[src/rtl/i2s_output_stage.sv]
// I2S transmitter for a mono sample stream. Each sample is captured into a one-deep
// buffer, duplicated to left and right, and shifted out MSB first with the standard
// one-bclk data delay behind lrclk. All outputs come straight from flops.
module i2s_output_stage #(
  parameter int unsigned data_width = 16,
  parameter int unsigned clk_div    = 4
) (
  input  logic                         clk,
  input  logic                         reset,
  input  logic signed [data_width-1:0] i_data,
  input  logic                         i_data_valid,
  output logic                         o_read_done,
  output logic                         o_bclk,
  output logic                         o_lrclk,
  output logic                         o_sdata,
  output logic                         o_underrun
);

  localparam int unsigned FrameBits = 2 * data_width;
  localparam int unsigned CntW      = $clog2(FrameBits);
  localparam int unsigned DivW      = (clk_div > 1) ? $clog2(clk_div) : 1;

  localparam logic [DivW-1:0] DivLast = DivW'(clk_div - 1);
  localparam logic [CntW-1:0] LastBit = CntW'(FrameBits - 1);
  localparam logic [CntW-1:0] HalfBit = CntW'(data_width);

  typedef enum logic {StEmpty, StFull} buf_state_e;

  logic [DivW-1:0]       div_q, div_d;
  logic                  bclk_q, bclk_d;
  logic [CntW-1:0]       bit_cnt_q, bit_cnt_d;
  logic                  lrclk_q, lrclk_d;
  logic                  sdata_q, sdata_d;
  logic [FrameBits-1:0]  shift_q, shift_d;
  buf_state_e            buf_state_q, buf_state_d;
  logic [data_width-1:0] buf_q, buf_d;
  logic                  read_done_q, read_done_d;
  logic                  underrun_q, underrun_d;

  logic tick;
  logic fall;
  logic frame_start;

  // Event decode: divider terminal count, bclk falling edge, frame boundary.
  always_comb begin
    tick        = (div_q == DivLast);
    fall        = tick & bclk_q;
    frame_start = fall & (bit_cnt_q == LastBit);
  end

  // Bit-clock divider: bclk toggles every clk_div cycles.
  always_comb begin
    div_d  = tick ? '0 : div_q + 1'b1;
    bclk_d = bclk_q ^ tick;
  end

  // Bit counter, word select and serializer all advance on the bclk falling edge.
  always_comb begin
    bit_cnt_d = bit_cnt_q;
    lrclk_d   = lrclk_q;
    sdata_d   = sdata_q;
    shift_d   = shift_q;
    if (fall) begin
      bit_cnt_d = frame_start ? '0 : bit_cnt_q + 1'b1;
      lrclk_d   = (bit_cnt_d >= HalfBit);
      // The MSB leaving here at frame start is the previous frame's right-channel LSB,
      // which gives the one-bclk delay behind lrclk for free.
      sdata_d   = shift_q[FrameBits-1];
      if (frame_start) begin
        shift_d = (buf_state_q == StFull) ? {buf_q, buf_q} : '0;
      end else begin
        shift_d = {shift_q[FrameBits-2:0], 1'b0};
      end
    end
  end

  // Sample buffer: capture when empty, drain into the shifter at frame start.
  always_comb begin
    buf_state_d = buf_state_q;
    buf_d       = buf_q;
    read_done_d = 1'b0;
    underrun_d  = frame_start & (buf_state_q == StEmpty);
    unique case (buf_state_q)
      StEmpty: begin
        // No bypass: a capture coinciding with an underrun waits for the next frame.
        if (i_data_valid) begin
          buf_d       = i_data;
          buf_state_d = StFull;
          read_done_d = 1'b1;
        end
      end
      StFull: begin
        if (frame_start) begin
          buf_state_d = StEmpty;
        end
      end
      default: buf_state_d = StEmpty;
    endcase
  end

  // State registers with synchronous active-low reset.
  always_ff @(posedge clk) begin
    if (!reset) begin
      div_q       <= '0;
      bclk_q      <= 1'b0;
      bit_cnt_q   <= '0;
      lrclk_q     <= 1'b0;
      sdata_q     <= 1'b0;
      shift_q     <= '0;
      buf_state_q <= StEmpty;
      buf_q       <= '0;
      read_done_q <= 1'b0;
      underrun_q  <= 1'b0;
    end else begin
      div_q       <= div_d;
      bclk_q      <= bclk_d;
      bit_cnt_q   <= bit_cnt_d;
      lrclk_q     <= lrclk_d;
      sdata_q     <= sdata_d;
      shift_q     <= shift_d;
      buf_state_q <= buf_state_d;
      buf_q       <= buf_d;
      read_done_q <= read_done_d;
      underrun_q  <= underrun_d;
    end
  end

  assign o_bclk      = bclk_q;
  assign o_lrclk     = lrclk_q;
  assign o_sdata     = sdata_q;
  assign o_read_done = read_done_q;
  assign o_underrun  = underrun_q;

endmodule

[config.mk]
export PLATFORM = sky130hd
export DESIGN_NAME = i2s_output_stage
export DESIGN_NICKNAME = d
export VERILOG_FILES = /design/src/rtl/i2s_output_stage.sv
export SDC_FILE = /design/constraint.sdc
export NUM_CORES = 1
export LEC_CHECK = 0
export ABC_AREA = 1
export CAP_MARGIN = 20
export CORE_MARGIN = 2
export CORE_UTILIZATION = 35
export DETAILED_ROUTE_END_ITERATION = 8
export GPL_TIMING_DRIVEN = 0
export PLACE_DENSITY = 0.57
export SETUP_SLACK_MARGIN = 0.05
export SYNTH_ARGS = -nofsm -noshare
export SYNTH_HDL_FRONTEND = slang
export SYNTH_SLANG_ARGS = --single-unit
[constraint.sdc]
create_clock -name clk -period 2.95 [get_ports clk]
set_clock_uncertainty 0.05 [all_clocks]
set_input_delay 0.59 -clock clk [delete_from_list [all_inputs] [get_ports clk]]
set_output_delay 0.59 -clock clk [all_outputs]
set_load 0.01 [all_outputs]
==> summary.txt <==
Run status
  • Status: completed

Place
  • HPWL after DPL: 4220 um
  • Post-Place Worst Slack: 1170 ps
  • RD Place Congestion: 0.774
  • Placed Area: 2910 um^2
  • Port Buffers: 22

Clock network
  • CTS-repair resized insts: 0
  • CTS H-Tree Depth: 3
  • Clock Latency Late Sink: 340 ps
  • Clock transition at the registers of the reported paths: 70 ps
  • Sinks on Clock Net: 60
  • Clock buffer depth: 2
  • # Post-CTS Setup Buffers: 0
  • Post-CTS Hold Buffers: 0
  • CTS Root Cell: clkbuf_8
  • CTS buffer count: 9
  • CTS tree: yes

Min path
  • Tightest Hold Check Type: register to register

Finish
  • FILL cells: 781
  • Fraction of layout instances using a drive strength above 1: 10.7%
  • Most frequent cells in the layout: 108 x nor2_1, 93 x nand2_1, 60 x dfxtp_1
  • ANT cells: 0
  • Layout Nets: 429
  • Cell area after layout: 3130 um^2
  • Most common cell after layout, fill and taps aside: nor2_1
  • Area grow syn2layout: 21.8%

Yosys
  • Synth Warn #: 0
  • Mux contribution to synthesized area: 0%
  • Simple-gate share of the synthesized area: 39.4%
  • Post-synthesis xor/xnor area fraction: 0.341%
  • Synth unique cells: 23
  • Post-synthesis net count: 396
  • Post-Synth Adder-Cell Area: 1.95%
  • Yosys top cell area share: 46.7%
  • Syn Inst Count: 373
  • FF+latch count, synth: 60
  • Main combinational cell family by area after synthesis: simple AND/OR/NAND/NOR gates
  • Mapped Area: 2570 um^2
  • Synth Area per Inst: 6.89 um^2
  • Sequential share of the synthesized area: 46.7%
  • Post-synth top area cell: dfxtp_1
  • Compound-cell area share of the yosys netlist: 4.14%
  • Synth area leaders: dfxtp_1 47%, nor2_1 16%, nand2_1 14%

Setup path
  • CP required: 2310 ps
  • WP buf/inv: 1
  • CP Cell Sequence: clkdlybuf4s50_1
  • Worst path top cell family by delay: buffers and inverters
  • Critical Path AT: 1230 ps
  • Worst stage delay on the critical path: 540 ps
  • Crit Path Class: register to output pin
  • Slowest-stage cell, CP: clkdlybuf4s50_1
  • Critical path fanouts, max: 3
  • CP endpoint kind: output pin
  • Startpoint Class: register

STA
  • Slew margin rel.: 66.2%
  • Post-route minimum period: 1870 ps
  • Setup TNS: 0 ps
  • RSZ-0062 raised after global routing: false
  • Period utilization: 63.4%
  • Slew of the pin with the lowest slew margin: 507 ps
  • Setup violators final: 0
  • Min Hold Slack: 382 ps
  • Fmax: 535 MHz
  • Final-report max-slew violation count: 0
  • Fin. Hold Viols: 0
  • Final setup margin: 1080 ps

Power
  • P per Cell Area: 571 nW/um^2
  • Peak VDD IR: 0.000236 V
  • P_leak: 1.45 nW

Detailed routing
  • Remaining antenna violation count: 0
  • Drt total wl: 5720 um
  • Vias per cell: 4.42
  • Router iterations before antenna repair: 4
  • Residual DRC count: 0
  • DRT iter0 DRCs: 135
  • DR vias: 2,255
  • Drt wl/cell: 11.2 um

Global routing
  • Vias in the first global route: 2,125
  • Initial antenna violation count: 0
  • Total global routing overflow: 0
  • Largest net degree at the start of global routing: 11
  • GRT Util Overall: 16.3%
  • Global-route wire length before repair: 9830 um

Floorplanning
  • FP Rows: 31
  • # IOs: 24
  • Core area: 7180 um^2
  • Die Width: 89.7 um
  • Die H: 89.7 um
  • DIE AREA: 8040 um^2
  • Initial core utilization: 35.8%

Run
  • Max-cap violations: 0
-- flip-flops by register name, indices dropped and copies added (netlist names), 2 cells and up --
name	flops
bit_cnt_q	5
buf_q	16
div_q	2
shift_q	32
-- area by class of cell --
class                   instances  area [um^2]  area share [%]
clock inverters                 5         75.1            2.40
inverters                      18         70.1            2.24
flip-flops and latches         60         1200            38.4
clock buffers                  11          141            4.52
multi-input cells             274         1180            37.6
plain buffers                  21          121            3.88
well taps                      99          124            3.96
repair buffers                 22          220            7.03
-- synth_stat cells --
cell type,n
dfxtp_1,60
buf_2,13
ha_1,4
o21ai_1,8
buf_1,2
nand2_4,2
nor2_1,108
buf_4,3
xor2_1,1
nand3_1,36
buf_6,2
o22ai_1,1
inv_4,1
inv_2,3
a21oi_1,2
o21ai_0,10
and3_1,1
nor3_1,2
nor2_2,5
nor3b_1,1
inv_1,14
clkbuf_1,1
nand2_1,93
-- routing by layer --
layer	track usage [%]	vias up	routed length, um
li1	-	1222	-
met1	22.1	969	2840
met2	24.6	53	2480
met3	3.75	11	293
met4	7.73	0	114
met5	0	-	0
-- where the power goes --
part	switching, mW	internal, mW	leakage, nW	total [mW]
combinational	0.0675	0.0569	0.853	0.124
clock	0.318	0.494	0.113	0.813
sequential	0.0125	0.838	0.488	0.850
-- path summary, 6_finish.rpt --
check | startpoint | end | slack [ps] | cells after the start
hold reg to reg | div_q[0] | div_q[0] | 380 | 1
setup / recovery | bit_cnt_q[4] | o_lrclk | 1080 | 1
setup reg to reg | bit_cnt_q[0] | shift_q[19] | 1210 | 8
hold / removal | div_q[0] | div_q[0] | 380 | 1
-- logic make-up after synthesis --
family	Yosys count
DFF	60
AOI/OAI and AO/OA	21
xor gates and xnor gates	1
adders and majority gates	4
and+or+nand+nor	248
buffers and inverters	39
-- through the flow --
step	std cells	power [mW]	utilization, %
5_1_grt	510	1.87	43.6
6_report	510	1.79	43.6
4_1_cts	510	1.81	43.6
3_3_place_gp	494	0.993	40.6
2_1_floorplan	373	0.945	-
3_5_place_dp	494	0.996	40.6
(Power assumes the default switching activity.)
